==> src/rtl/meep_axi_gate_pkg.sv <==
// Shared types and helpers for the AXI calibration/isolation gate.
package meep_axi_gate_pkg;

  typedef enum logic [1:0] {
    WAIT_RDY = 2'd0,
    OPEN     = 2'd1,
    DRAIN    = 2'd2,
    ISOLATED = 2'd3
  } state_t;

  // Bits needed to hold 0..max_out inclusive.
  function automatic int cnt_w(input int max_out);
    return $clog2(max_out + 1);
  endfunction

endpackage

==> src/rtl/meep_outstanding_ctr.sv <==
// Saturating up/down counter tracking outstanding bursts or write credits.
module meep_outstanding_ctr
  import meep_axi_gate_pkg::*;
#(
  parameter  int MAX_W = 8,
  localparam int CNT_W = cnt_w(MAX_W)
) (
  input  logic             clk,
  input  logic             rst,
  input  logic             inc,
  input  logic             dec,
  output logic [CNT_W-1:0] cnt,
  output logic             full,
  output logic             empty,
  output logic             underflow
);

  assign full      = (cnt == CNT_W'(MAX_W));
  assign empty     = (cnt == '0);
  assign underflow = dec && !inc && empty;

  always_ff @(posedge clk or posedge rst) begin
    if (rst) begin
      cnt <= '0;
    end else if (inc && !dec && !full) begin
      cnt <= cnt + CNT_W'(1);
    end else if (dec && !inc && !empty) begin
      cnt <= cnt - CNT_W'(1);
    end
  end

endmodule

==> src/rtl/meep_axi_calib_gate.sv <==
// AXI4 traffic gate: holds requests until the slave is ready, caps outstanding
// bursts per direction and drains cleanly before isolation for hot reset.
//
// state    | meaning
// WAIT_RDY | slave not usable yet, AW/AR closed
// OPEN     | traffic flows, subject to outstanding caps
// DRAIN    | no new AW/AR; in-flight W/B/R complete
// ISOLATED | drained and closed until isolate request drops
module meep_axi_calib_gate
  import meep_axi_gate_pkg::*;
#(
  parameter  int ID_W    = 6,
  parameter  int ADDR_W  = 64,
  parameter  int DATA_W  = 256,
  parameter  int USER_W  = 11,
  parameter  int MAX_OUT = 8,
  localparam int STRB_W  = DATA_W / 8
) (
  input  logic              chipset_clk,
  input  logic              chipset_rst,
  input  logic              slave_ready_i,
  input  logic              isolate_req_i,
  output logic              isolated_o,
  output logic              busy_o,
  input  logic [ID_W-1:0]   s_axi_awid,
  input  logic [ADDR_W-1:0] s_axi_awaddr,
  input  logic [7:0]        s_axi_awlen,
  input  logic [2:0]        s_axi_awsize,
  input  logic [1:0]        s_axi_awburst,
  input  logic [USER_W-1:0] s_axi_awuser,
  input  logic              s_axi_awvalid,
  output logic              s_axi_awready,
  input  logic [DATA_W-1:0] s_axi_wdata,
  input  logic [STRB_W-1:0] s_axi_wstrb,
  input  logic              s_axi_wlast,
  input  logic [USER_W-1:0] s_axi_wuser,
  input  logic              s_axi_wvalid,
  output logic              s_axi_wready,
  input  logic [ID_W-1:0]   s_axi_arid,
  input  logic [ADDR_W-1:0] s_axi_araddr,
  input  logic [7:0]        s_axi_arlen,
  input  logic [2:0]        s_axi_arsize,
  input  logic [1:0]        s_axi_arburst,
  input  logic [USER_W-1:0] s_axi_aruser,
  input  logic              s_axi_arvalid,
  output logic              s_axi_arready,
  output logic [ID_W-1:0]   s_axi_bid,
  output logic [1:0]        s_axi_bresp,
  output logic [USER_W-1:0] s_axi_buser,
  output logic              s_axi_bvalid,
  input  logic              s_axi_bready,
  output logic [ID_W-1:0]   s_axi_rid,
  output logic [DATA_W-1:0] s_axi_rdata,
  output logic [1:0]        s_axi_rresp,
  output logic              s_axi_rlast,
  output logic [USER_W-1:0] s_axi_ruser,
  output logic              s_axi_rvalid,
  input  logic              s_axi_rready,
  output logic [ID_W-1:0]   m_axi_awid,
  output logic [ADDR_W-1:0] m_axi_awaddr,
  output logic [7:0]        m_axi_awlen,
  output logic [2:0]        m_axi_awsize,
  output logic [1:0]        m_axi_awburst,
  output logic [USER_W-1:0] m_axi_awuser,
  output logic              m_axi_awvalid,
  input  logic              m_axi_awready,
  output logic [DATA_W-1:0] m_axi_wdata,
  output logic [STRB_W-1:0] m_axi_wstrb,
  output logic              m_axi_wlast,
  output logic [USER_W-1:0] m_axi_wuser,
  output logic              m_axi_wvalid,
  input  logic              m_axi_wready,
  output logic [ID_W-1:0]   m_axi_arid,
  output logic [ADDR_W-1:0] m_axi_araddr,
  output logic [7:0]        m_axi_arlen,
  output logic [2:0]        m_axi_arsize,
  output logic [1:0]        m_axi_arburst,
  output logic [USER_W-1:0] m_axi_aruser,
  output logic              m_axi_arvalid,
  input  logic              m_axi_arready,
  input  logic [ID_W-1:0]   m_axi_bid,
  input  logic [1:0]        m_axi_bresp,
  input  logic [USER_W-1:0] m_axi_buser,
  input  logic              m_axi_bvalid,
  output logic              m_axi_bready,
  input  logic [ID_W-1:0]   m_axi_rid,
  input  logic [DATA_W-1:0] m_axi_rdata,
  input  logic [1:0]        m_axi_rresp,
  input  logic              m_axi_rlast,
  input  logic [USER_W-1:0] m_axi_ruser,
  input  logic              m_axi_rvalid,
  output logic              m_axi_rready
);

  localparam int CNT_W = cnt_w(MAX_OUT);

  state_t           state;
  logic [CNT_W-1:0] wr_cnt, rd_cnt, wc_cnt;
  logic             wr_full, rd_full, wc_full;
  logic             wr_empty, rd_empty, wc_empty;
  logic             wr_uf, rd_uf, wc_uf, err_underflow;
  logic             aw_open, ar_open, w_open;
  logic             aw_hs, ar_hs, w_last_hs, b_hs, r_last_hs;

  assign m_axi_awid    = s_axi_awid;
  assign m_axi_awaddr  = s_axi_awaddr;
  assign m_axi_awlen   = s_axi_awlen;
  assign m_axi_awsize  = s_axi_awsize;
  assign m_axi_awburst = s_axi_awburst;
  assign m_axi_awuser  = s_axi_awuser;
  assign m_axi_wdata   = s_axi_wdata;
  assign m_axi_wstrb   = s_axi_wstrb;
  assign m_axi_wlast   = s_axi_wlast;
  assign m_axi_wuser   = s_axi_wuser;
  assign m_axi_arid    = s_axi_arid;
  assign m_axi_araddr  = s_axi_araddr;
  assign m_axi_arlen   = s_axi_arlen;
  assign m_axi_arsize  = s_axi_arsize;
  assign m_axi_arburst = s_axi_arburst;
  assign m_axi_aruser  = s_axi_aruser;

  assign s_axi_bid    = m_axi_bid;
  assign s_axi_bresp  = m_axi_bresp;
  assign s_axi_buser  = m_axi_buser;
  assign s_axi_bvalid = m_axi_bvalid;
  assign m_axi_bready = s_axi_bready;
  assign s_axi_rid    = m_axi_rid;
  assign s_axi_rdata  = m_axi_rdata;
  assign s_axi_rresp  = m_axi_rresp;
  assign s_axi_rlast  = m_axi_rlast;
  assign s_axi_ruser  = m_axi_ruser;
  assign s_axi_rvalid = m_axi_rvalid;
  assign m_axi_rready = s_axi_rready;

  assign b_hs      = m_axi_bvalid && s_axi_bready;
  assign r_last_hs = m_axi_rvalid && s_axi_rready && m_axi_rlast;

  // A completing response frees its slot in the same cycle; a saturated
  // write-credit counter also holds AW so credits can never be lost.
  assign aw_open = (state == OPEN) && (!wr_full || b_hs) && !wc_full;
  assign ar_open = (state == OPEN) && (!rd_full || r_last_hs);

  assign m_axi_awvalid = s_axi_awvalid && aw_open;
  assign s_axi_awready = m_axi_awready && aw_open;
  assign m_axi_arvalid = s_axi_arvalid && ar_open;
  assign s_axi_arready = m_axi_arready && ar_open;

  assign aw_hs = s_axi_awvalid && s_axi_awready;
  assign ar_hs = s_axi_arvalid && s_axi_arready;

  // W follows only an accepted AW, independent of FSM state.
  assign w_open       = !wc_empty || aw_hs;
  assign m_axi_wvalid = s_axi_wvalid && w_open;
  assign s_axi_wready = m_axi_wready && w_open;
  assign w_last_hs    = s_axi_wvalid && s_axi_wready && s_axi_wlast;

  meep_outstanding_ctr #(.MAX_W(MAX_OUT)) u_wr_cnt (
    .clk(chipset_clk), .rst(chipset_rst), .inc(aw_hs), .dec(b_hs),
    .cnt(wr_cnt), .full(wr_full), .empty(wr_empty), .underflow(wr_uf)
  );

  meep_outstanding_ctr #(.MAX_W(MAX_OUT)) u_rd_cnt (
    .clk(chipset_clk), .rst(chipset_rst), .inc(ar_hs), .dec(r_last_hs),
    .cnt(rd_cnt), .full(rd_full), .empty(rd_empty), .underflow(rd_uf)
  );

  meep_outstanding_ctr #(.MAX_W(MAX_OUT)) u_w_credit (
    .clk(chipset_clk), .rst(chipset_rst), .inc(aw_hs), .dec(w_last_hs),
    .cnt(wc_cnt), .full(wc_full), .empty(wc_empty), .underflow(wc_uf)
  );

  assign err_underflow = wr_uf || rd_uf || wc_uf;

  always_ff @(posedge chipset_clk or posedge chipset_rst) begin
    if (chipset_rst) begin
      state      <= WAIT_RDY;
      isolated_o <= 1'b0;
      busy_o     <= 1'b0;
    end else begin
      busy_o     <= !(wr_empty && rd_empty);
      isolated_o <= 1'b0;
      case (state)
        WAIT_RDY: if (slave_ready_i && !isolate_req_i) state <= OPEN;
        OPEN: begin
          if (isolate_req_i)       state <= DRAIN;
          else if (!slave_ready_i) state <= WAIT_RDY;
        end
        DRAIN: begin
          if ((wr_cnt | rd_cnt | wc_cnt) == '0) begin
            state      <= ISOLATED;
            isolated_o <= 1'b1;
          end
        end
        ISOLATED: begin
          if (!isolate_req_i) state <= WAIT_RDY;
          else                isolated_o <= 1'b1;
        end
        default: state <= WAIT_RDY;
      endcase
    end
  end

  a_no_underflow: assert property (@(posedge chipset_clk) disable iff (chipset_rst)
                                    !err_underflow);

endmodule

==> config.mk <==
export PLATFORM = sky130hd
export DESIGN_NAME = meep_axi_calib_gate
export DESIGN_NICKNAME = d
export VERILOG_FILES = /design/src/rtl/meep_axi_gate_pkg.sv /design/src/rtl/meep_outstanding_ctr.sv /design/src/rtl/meep_axi_calib_gate.sv
export SDC_FILE = /design/constraint.sdc
export NUM_CORES = 1
export LEC_CHECK = 0
export BUFFER_PORTS_ARGS = -buffer_cell sky130_fd_sc_hd__buf_2
export CAP_MARGIN = 5
export CORE_AREA = 2 2 613 615
export DETAILED_ROUTE_END_ITERATION = 6
export DIE_AREA = 0 0 615 617
export PLACE_DENSITY = 0.3
export RECOVER_POWER = 50
export SYNTH_ARGS = -nofsm -noshare
export SYNTH_HDL_FRONTEND = slang
export SYNTH_SLANG_ARGS = --single-unit
==> constraint.sdc <==
create_clock -name chipset_clk -period 3.1 [get_ports chipset_clk]
set_clock_uncertainty 0.1 [all_clocks]
set_input_delay 0.62 -clock chipset_clk [delete_from_list [all_inputs] [get_ports chipset_clk]]
set_output_delay 0.62 -clock chipset_clk [all_outputs]
set_load 0.1 [all_outputs]
==> results of run 1 <==
## cell usage after synthesis
cell,number,area [um^2]
buf_4,787,5910
nand2_2,1,6.26
or3b_1,1,8.76
nand2_1,9,33.8
nor2_1,4,15.0
nand2b_1,3,18.8
a21boi_0,2,15.0
dfrtp_1,16,400
a21oi_2,1,8.76
nor3_2,1,10.0
or3_1,1,6.26
inv_1,4,15.0
a21o_2,1,8.76
a211oi_4,1,20.0
mux2i_1,2,20.0
a21o_1,3,22.5
fa_1,3,60.1
nand3_1,3,15.0
o21ai_0,2,10.0
nor2b_1,1,6.26
nor4_2,1,12.5
ha_1,6,75.1
and3_1,2,12.5
a31oi_1,1,6.26
nor3_4,2,32.5
mux2_2,5,56.3
and2_1,3,18.8
xor2_1,4,35.0
nand4b_1,1,8.76
nand4_2,1,12.5
xnor2_1,3,26.3
nand3_2,1,10.0
a21oi_1,8,40.0
mux4_2,2,45.0
a211o_1,1,8.76
## routing by layer
| layer | vias to the layer above | part of all wire | wire length, um | track usage |
|---|---|---|---|---|
| met5 | - | 0.0049 | 1170 | 0.0225 |
| met4 | 28 | 0.039 | 9160 | 0.0436 |
| met3 | 227 | 0.41 | 96700 | 0.232 |
| met2 | 1579 | 0.46 | 108000 | 0.193 |
| met1 | 914 | 0.087 | 20500 | 0.0293 |
| li1 | 438 | - | - | - |
## cell families (layout without fill, tap and decap cells)
logic type / Yosys count / in the layout / synth area share
AOI/OAI and AO/OA: 20 / 20 / 0.0200
xor gates and xnor gates: 7 / 7 / 0.00875
adders and majority gates: 9 / 9 / 0.0193
buffers and inverters: 791 / 43 / 0.845
DFF: 16 / 16 / 0.0571
muxes: 9 / 9 / 0.0173
other: 0 / 3 / 0
and+or+nand+nor: 35 / 35 / 0.0325
## per-stage QoR
step           TNS, ns  total power, mW
3_3_place_gp         0             1.34
2_1_floorplan   -0.153             5.71
4_1_cts              0             1.63
5_1_grt              0             1.70
6_report             0             1.56
3_5_place_dp         0             1.32
## worst max-delay path by stage
stage / to / from / cells after the start / slack, ns
finish: m_axi_wvalid / flop / 7 / 0.32
global route: m_axi_wvalid / flop / 7 / 0.21
CTS: m_axi_wvalid / flop / 7 / 0.29
detailed placement: u_wr_cnt.cnt[3]$_DFFE_PP0P_ / m_axi_awready / 9 / 0.30
global placement: u_wr_cnt.cnt[3]$_DFFE_PP0P_ / m_axi_awready / 9 / 0.26
floorplan: m_axi_wvalid / s_axi_awvalid / 4 / -0.08
## state kept, by name (all words and copies together), names as in the netlist, named ones only
| register | count |
|---|---|
| busy_o | 1 |
| isolated_o | 1 |
| state | 1 |
| u_rd_cnt.cnt | 4 |
| u_w_credit.cnt | 4 |
| u_wr_cnt.cnt | 4 |
## placed cells by master (no fill, tap or decap), types with 3 or more instances in the layout
cell type and count:
nor2_1 4, buf_4 8, nand2_1 9, mux2_2 5, ha_1 6, nand3_1 3
and2_1 3, buf_12 6, fa_1 3, xnor2_1 3, dfrtp_1 16, clkbuf_16 3
diode_2 3, a21o_1 3, inv_1 4, nand2b_1 3, xor2_1 4, a21oi_1 8
buf_2 21
## power by group
part           internal (mW)  switching [mW]  total (mW)
logic                  0.332           0.482       0.814
clock network          0.170           0.113       0.283
registers              0.302           0.158       0.459
## cell type report
type,instances,area [um^2],area share
Tap cell,4994,6250,0.808
Multi-Input combinational cell,80,694,0.0898
Sequential cell,16,400,0.0518
Timing Repair Buffer,36,289,0.0374
Clock buffer,3,75.1,0.00971
Inverter,4,15.0,0.00194
Antenna cell,3,7.51,0.000971
==> metrics.txt, run 1 <==
post-DR wirelength/cell 45.9 um; leakage 0.690 nW; die area 0.379 mm^2; Layout fillers 44700; hold path startpoint state[0]$_DFFE_PP0P_; CP bufs+invs 3; initial antenna violation count 11; vias per inst 0.620; vias post-DR 3186; total gr overflow 0; Final Instance Count excl. Fillers 5136; unrepaired setup endpoints after global routing no; Setup Viol. Count Final 0; GP Congestion 0.608; Post-CTS Resized 0; MaxCap Viol Count 0; worst min-delay path class flop to flop; Crit path largest cell delay 0.39 ns; share of layout cells above drive strength 1 0.396; maximum clock insertion buffer count 2; minimum clock period 2.78 ns; Fmax achieved 360 MHz; Post-Synthesis Cells 887; DRC viols 0; critical setup path kind flop to output pin; final core utilization 0.0207; Final HPWL DP 228000 um; flop-to-flop setup slack 0.45 ns; CP max-delay cell dfrtp_1; pre-CTS WS 0.304 ns; Cell variety after synth 35; nets 947; clk sink count 16; final wirelength 236000 um; drt initial violations 262; power per standard cell area 201 mW/mm^2; Area growth syn-to-layout 10.3%; Critical Path AT 2.06 ns; Critical R2R Capture u_w_credit.cnt[3]$_DFFE_PP0P_; CP endpoint kind output pin; post-CTS setup buffers 0; clock-pin slew on the worst setup and hold paths 0.05 ns; largest net degree at the start of global routing 17; hold slack 0.429 ns; Die Y 617 um; number of global-route vias before repair 2982; clk root buf clkbuf_16; Mean Syn Cell Area 7.90 um^2; # rows 225; CTS tree yes; IO Port Bufs 29; final hold violation count 0; area post-placement 0.00765 mm^2; cts hold-fix bufs 0; Total Routing Usage GR 0.120; DR pass1 iterations 4; DRT antenna net count 0; Pins Over Slew Limit 0; Worst Path Required 2.38 ns; Starting Density 0.0188; Slew @ Worst Pin 1.38 ns; H-tree Lvls 1; Post-Synthesis Cell Area 0.00701 mm^2; Die W 615 um; dpl cells 5130; post-synthesis sequential area ratio 0.0571; CP cell instances nand2b_1, buf_4, a211oi_4, buf_4, nand2_1, a21boi_1, buf_12; syn nets 1693; Top delay family on crit path buffers and inverters; Num CTS Buffers 3; global-route wire length before repair 246000 um; io pins 1592; PnR worst setup slack 0.323 ns; Yosys reg bits 16; status finished clean; final instance area 0.00773 mm^2; Synthesis Warnings 0; Worst Hold Path Cells 1; slew margin rel. 0.0812; worst ir drop on vdd 111 uV; CP Max Fanout 5; Setup crit start kind flop; Core Region 0.374 mm^2; R2R cell count 10; CP most frequent cell buf_4; crit share post-route 0.896; clk_lat worst skew 0.31 ns
Note: power is estimated with default switching activity, not from simulation.
==> inputs of run 2 (changes only) <==
ABC_AREA = 1   (was default)
CAP_MARGIN = 20   (was 5)
SYNTH_HIERARCHICAL = 1   (was default)
==> run 2 against run 1 <==
Effect of this change:
- hold slack lost 0.092 ns
- critical path depth is 2 higher
- first-iteration DRC count up 3.8%
- maximum frequency increased by 1.7%
- setup slack gained 0.045 ns
- highest routed layer unchanged
- sequential power is 2% higher
- sequential cell count did not move
- sequential share of layout area fell by 0.16 points
- routed wire length decreased by 3.4%
- critical endpoint is now s_axi_arready
==> metrics.txt, run 2 <==
hold slack 0.336 ns (was 0.429 ns); initial antenna violation count 9 (was 11); flop-to-flop setup slack 0.39 ns (was 0.45 ns); status finished clean (unchanged); Setup crit start kind flop (unchanged); Critical R2R Capture u_w_credit/cnt[3]$_DFFE_PP0P_ (was u_w_credit.cnt[3]$_DFFE_PP0P_); clk root buf clkbuf_16 (unchanged); nets 1039 (was 947); Post-CTS Resized 0 (unchanged); global-route wire length before repair 238000 um (was 246000 um); Die Y 617 um (unchanged); Synthesis Warnings 6 (was 0); crit share post-route 0.881 (was 0.896); Worst Path Required 2.38 ns (about the same); # rows 225 (unchanged); final core utilization 0.0213 (was 0.0207); post-DR wirelength/cell 43.5 um (was 45.9 um); drt initial violations 272 (was 262); commonest non-fill, non-tap cell in the layout nand2_1 (was buf_2); leakage 0.981 nW (was 0.690 nW); Starting Density 0.0195 (was 0.0188); Multi-input gate area 833 um^2 (was 694 um^2); most frequent cells in the layout 46 x nand2_1, 36 x inv_1, 21 x nor2_1, 21 x nand3_1, 19 x buf_2 (was 21 x buf_2, 16 x dfrtp_1, 9 x nand2_1, 8 x a21oi_1, 8 x buf_4); number of global-route vias before repair 3408 (was 2982); final wirelength 228000 um (was 236000 um); Fmax achieved 366 MHz (was 360 MHz); clock-pin slew on the worst setup and hold paths 0.05 ns (about the same); GP Congestion 0.622 (was 0.608); MaxCap Viol Count 0 (unchanged); cts hold-fix bufs 0 (unchanged); Final HPWL DP 220000 um (was 228000 um); worst min-delay path class input port to async pin (was flop to flop); Setup Viol. Count Final 0 (unchanged); Post-Synthesis Cell Area 0.00729 mm^2 (was 0.00701 mm^2); largest net degree at the start of global routing 9 (was 17); Largest regs u_rd_cnt/cnt (4), u_w_credit/cnt (4), u_wr_cnt/cnt (4) (was u_rd_cnt.cnt (4), u_w_credit.cnt (4), u_wr_cnt.cnt (4)); clk sink count 16 (unchanged); unrepaired setup endpoints after global routing no (unchanged); CP endpoint kind output pin (unchanged); DRC viols 0 (unchanged); post-CTS setup buffers 0 (unchanged); clk_lat worst skew 0.26 ns (was 0.31 ns); CP max-delay cell dfrtp_1 (unchanged); Slew @ Worst Pin 0.640 ns (was 1.38 ns); critical setup path kind flop to output pin (unchanged); final hold violation count 0 (unchanged); CP Max Fanout 6 (was 5); worst ir drop on vdd 160 uV (was 111 uV); Crit path largest cell delay 0.46 ns (was 0.39 ns); Total Routing Usage GR 0.116 (was 0.120); FF-to-FF Start u_wr_cnt/cnt[0]$_DFFE_PP0P_; die area 0.379 mm^2 (unchanged); CTS tree yes (unchanged); Mean Syn Cell Area 7.42 um^2 (was 7.90 um^2); R2R cell count 16 (was 10); PnR worst setup slack 0.368 ns (was 0.323 ns); slew margin rel. 0.576 (was 0.0812); Die W 615 um (unchanged); vias post-DR 3500 (was 3186); final instance area 0.00797 mm^2 (was 0.00773 mm^2); minimum clock period 2.73 ns (was 2.78 ns); Pins Over Slew Limit 0 (unchanged); pre-CTS WS 0.247 ns (was 0.304 ns); Reg area 400 um^2 (unchanged); io pins 1592 (unchanged); power per standard cell area 240 mW/mm^2 (was 201 mW/mm^2); H-tree Lvls 1 (unchanged); vias per inst 0.670 (was 0.620); Total Neg Setup Slack 0 ns (unchanged); CP cell instances nor2_2, nand3_2, inv_1, inv_1, o21ai_0, buf_4, nor2_1, buf_4, buf_12 (was nand2b_1, buf_4, a211oi_4, buf_4, nand2_1, a21boi_1, buf_12); share of layout cells above drive strength 1 0.264 (was 0.396); Post-Synthesis Cells 983 (was 887); Layout fillers 44700 (about the same); total gr overflow 0 (unchanged); Core Region 0.374 mm^2 (unchanged); Area growth syn-to-layout 9.32% (was 10.3%); area post-placement 0.00790 mm^2 (was 0.00765 mm^2); Critical Path AT 2.01 ns (was 2.06 ns); Num CTS Buffers 3 (unchanged); DR pass1 iterations 4 (unchanged); DRT antenna net count 0 (unchanged); syn nets 1789 (was 1693); maximum clock insertion buffer count 2 (unchanged); IO Port Bufs 29 (unchanged)
-- run 2: power by group --
part / total [mW] / switching (mW) / internal, mW
registers: 0.470 / 0.164 / 0.305
logic: 1.19 / 0.785 / 0.402
clock network: 0.255 / 0.0857 / 0.170
total: 1.91 / 1.03 / 0.877
-- run 2: worst max-delay path by stage --
stage                                        startpoint                             to  cells after the start
after global routing        u_wr_cnt/cnt[0]$_DFFE_PP0P_  u_w_credit/cnt[3]$_DFFE_PP0P_                     17
after floorplan           u_w_credit/cnt[0]$_DFFE_PP0P_                   s_axi_wready                      6
after detailed placement                    m_axi_rlast    u_rd_cnt/cnt[3]$_DFFE_PP0P_                     13
final                       u_rd_cnt/cnt[0]$_DFFE_PP0P_                  s_axi_arready                      9
after global placement                      m_axi_rlast    u_rd_cnt/cnt[3]$_DFFE_PP0P_                     13
after CTS                 u_w_credit/cnt[0]$_DFFE_PP0P_                   m_axi_wvalid                      9
-- run 2: cell type report --
type	count	area share
Multi-Input combinational cell	141	0.105
Inverter	39	0.0184
Clock buffer	3	0.00942
Sequential cell	16	0.0502
Timing Repair Buffer	32	0.0331
Antenna cell	2	0.000628
Tap cell	4994	0.784
-- run 2: worst max-delay path: cells and delay by family (launching register included) --
kind            cells  cell delay, ns
compound gates      1            0.29
buf+inv             5            0.62
simple gates        3            0.36
flops               1            0.46
-- run 2: through the flow --
stage,instances,power [mW]
2_1_floorplan,983,6.02
3_3_place_gp,5222,1.69
3_5_place_dp,5222,1.70
4_1_cts,5225,1.96
5_1_grt,5226,2.10
6_report,5227,1.91
-- run 2: layer usage --
layer,up-vias,track usage,wire (um)
li1,675,-,-
met1,1003,0.0283,20600
met4,24,0.0365,7810
met2,1578,0.187,105000
met3,220,0.226,93800
met5,-,0.0197,897
==> inputs of run 3 (changes only) <==
BUFFER_PORTS_ARGS = -buffer_cell sky130_fd_sc_hd__clkbuf_2   (was -buffer_cell sky130_fd_sc_hd__buf_2)
REMOVE_ABC_BUFFERS = 1   (was default)
==> run 3 against run 2 <==
Effect of this change:
- power down 3.8%
- critical path depth shrank 1
- final cell count barely moved
- register-to-register slack gained 0.05 ns
- routed wire length rose to 2.9 times the previous value
- count of clock-buffer cells in the layout increased by 1
- core utilization barely moved
- sequential cell count did not move
==> metrics.txt, run 3 (same netlist as run 2, synthesis figures left out) <==
status finished clean (unchanged); hold slack 0.238 ns (was 0.336 ns); Total Neg Setup Slack 0 ns (unchanged); worst ir drop on vdd 177 uV (was 160 uV); Setup crit start kind flop (unchanged); GP Congestion 1.44 (was 0.622); die area 0.379 mm^2 (unchanged); crit share post-route 0.892 (was 0.881); Num CTS Buffers 3 (unchanged); leakage 0.969 nW (was 0.981 nW); Post-CTS Resized 0 (unchanged); Pins Over Slew Limit 0 (unchanged); minimum clock period 2.77 ns (was 2.73 ns); DRT antenna net count 0 (unchanged); clock-pin slew on the worst setup and hold paths 0.05 ns (about the same); Worst Path Required 2.38 ns (about the same); power per standard cell area 232 mW/mm^2 (was 240 mW/mm^2); clk_lat worst skew 0.25 ns (was 0.26 ns); H-tree Lvls 1 (unchanged); Power, Total 1.84 mW (was 1.91 mW); most frequent cells in the layout 46 x nand2_1, 36 x inv_1, 24 x clkbuf_2, 21 x nor2_1, 21 x nand3_1 (was 46 x nand2_1, 36 x inv_1, 21 x nor2_1, 21 x nand3_1, 19 x buf_2); final instance area 0.00792 mm^2 (was 0.00797 mm^2); clk root buf clkbuf_16 (unchanged); Largest regs u_rd_cnt/cnt (4), u_w_credit/cnt (4), u_wr_cnt/cnt (4) (unchanged); # rows 225 (unchanged); Core Region 0.374 mm^2 (unchanged); CP Max Fanout 6 (unchanged); MaxCap Viol Count 0 (unchanged); DRC viols 0 (unchanged); Total Routing Usage GR 0.336 (was 0.116); initial antenna violation count 5 (was 9); slew margin rel. 0.607 (was 0.576); number of global-route vias before repair 3777 (was 3408); Slew @ Worst Pin 0.592 ns (was 0.640 ns); unrepaired setup endpoints after global routing no (unchanged); Starting Density 0.0195 (unchanged); critical setup path kind flop to output pin (unchanged); final core utilization 0.0212 (was 0.0213); nets 1037 (was 1039); clk sink count 16 (unchanged); Setup Viol. Count Final 0 (unchanged); vias post-DR 8509 (was 3500); cts hold-fix bufs 0 (unchanged); post-DR wirelength/cell 126 um (was 43.5 um); total gr overflow 0 (unchanged); Area growth syn-to-layout 8.58% (was 9.32%); final hold violation count 0 (unchanged); Final Instance Count excl. Fillers 5225 (was 5227); maximum clock insertion buffer count 2 (unchanged); IO Port Bufs 29 (unchanged); commonest non-fill, non-tap cell in the layout nand2_1 (unchanged); io pins 1592 (unchanged); CP endpoint kind output pin (unchanged); area post-placement 0.00783 mm^2 (was 0.00790 mm^2); Critical Path AT 2.05 ns (was 2.01 ns); post-CTS setup buffers 0 (unchanged); DR pass1 iterations 5 (was 4); largest net degree at the start of global routing 10 (was 9); Die Y 617 um (unchanged); PnR worst setup slack 0.334 ns (was 0.368 ns); pre-CTS WS 0.366 ns (was 0.247 ns); Fmax achieved 361 MHz (was 366 MHz); drt initial violations 2131 (was 272); Die W 615 um (unchanged); global-route wire length before repair 667000 um (was 238000 um); final wirelength 657000 um (was 228000 um); vias per inst 1.63 (was 0.670); Final HPWL DP 653000 um (was 220000 um); share of layout cells above drive strength 1 0.261 (was 0.264); CTS tree yes (unchanged); worst min-delay path class input port to async pin (unchanged); dpl cells 5220 (was 5222)
==> run 3: final timing paths <==
kind	start	to	slack (ns)	depth (start not counted)
max	u_w_credit/cnt[0]$_DFFE_PP0P_	s_axi_wready	0.33	8
min	chipset_rst	u_w_credit/cnt[1]$_DFFE_PP0P_	0.24	2
max reg2reg	u_wr_cnt/cnt[0]$_DFFE_PP0P_	u_w_credit/cnt[3]$_DFFE_PP0P_	0.44	16
min reg2reg	flop	state[0]$_DFFE_PP0P_	0.45	2
max in group asynchronous	chipset_rst	u_wr_cnt/cnt[2]$_DFFE_PP0P_	2.46	2
min in group chipset_clk	flop	state[0]$_DFFE_PP0P_	0.45	2
==> run 3: final cells by class <==
cell class                 count  area, um^2
antenna                        1        2.50
clock buffer                   4        88.8
fill                       44700      366000
inverter                      39         146
multi-input combinational    141         833
sequential                    16         400
tap                         4994        6250
timing repair buffer          30         199
==> run 3: worst max-delay path, cell delays in order (launching register included) <==
cell and delay (ns):
dfrtp_1 0.51, nor2_2 0.10, nand3_2 0.11, inv_1 0.06, nor2_2 0.13, nand4_2 0.10
a21boi_0 0.30, buf_4 0.26, buf_12 0.19
==> run 3: power breakdown <==
group | leakage (nW) | total (mW) | internal [mW] | switching, mW
registers | 0.193 | 0.457 | 0.305 | 0.151
logic | 0.732 | 1.10 | 0.362 | 0.737
clock network | 0.0442 | 0.285 | 0.196 | 0.0885
total | 0.969 | 1.84 | 0.863 | 0.977
==> run 3: routing by layer <==
metal | track usage | share of wire
met1 | 0.0180 | 0.028
met2 | 0.643 | 0.54
met3 | 0.509 | 0.32
met4 | 0.215 | 0.079
met5 | 0.507 | 0.041
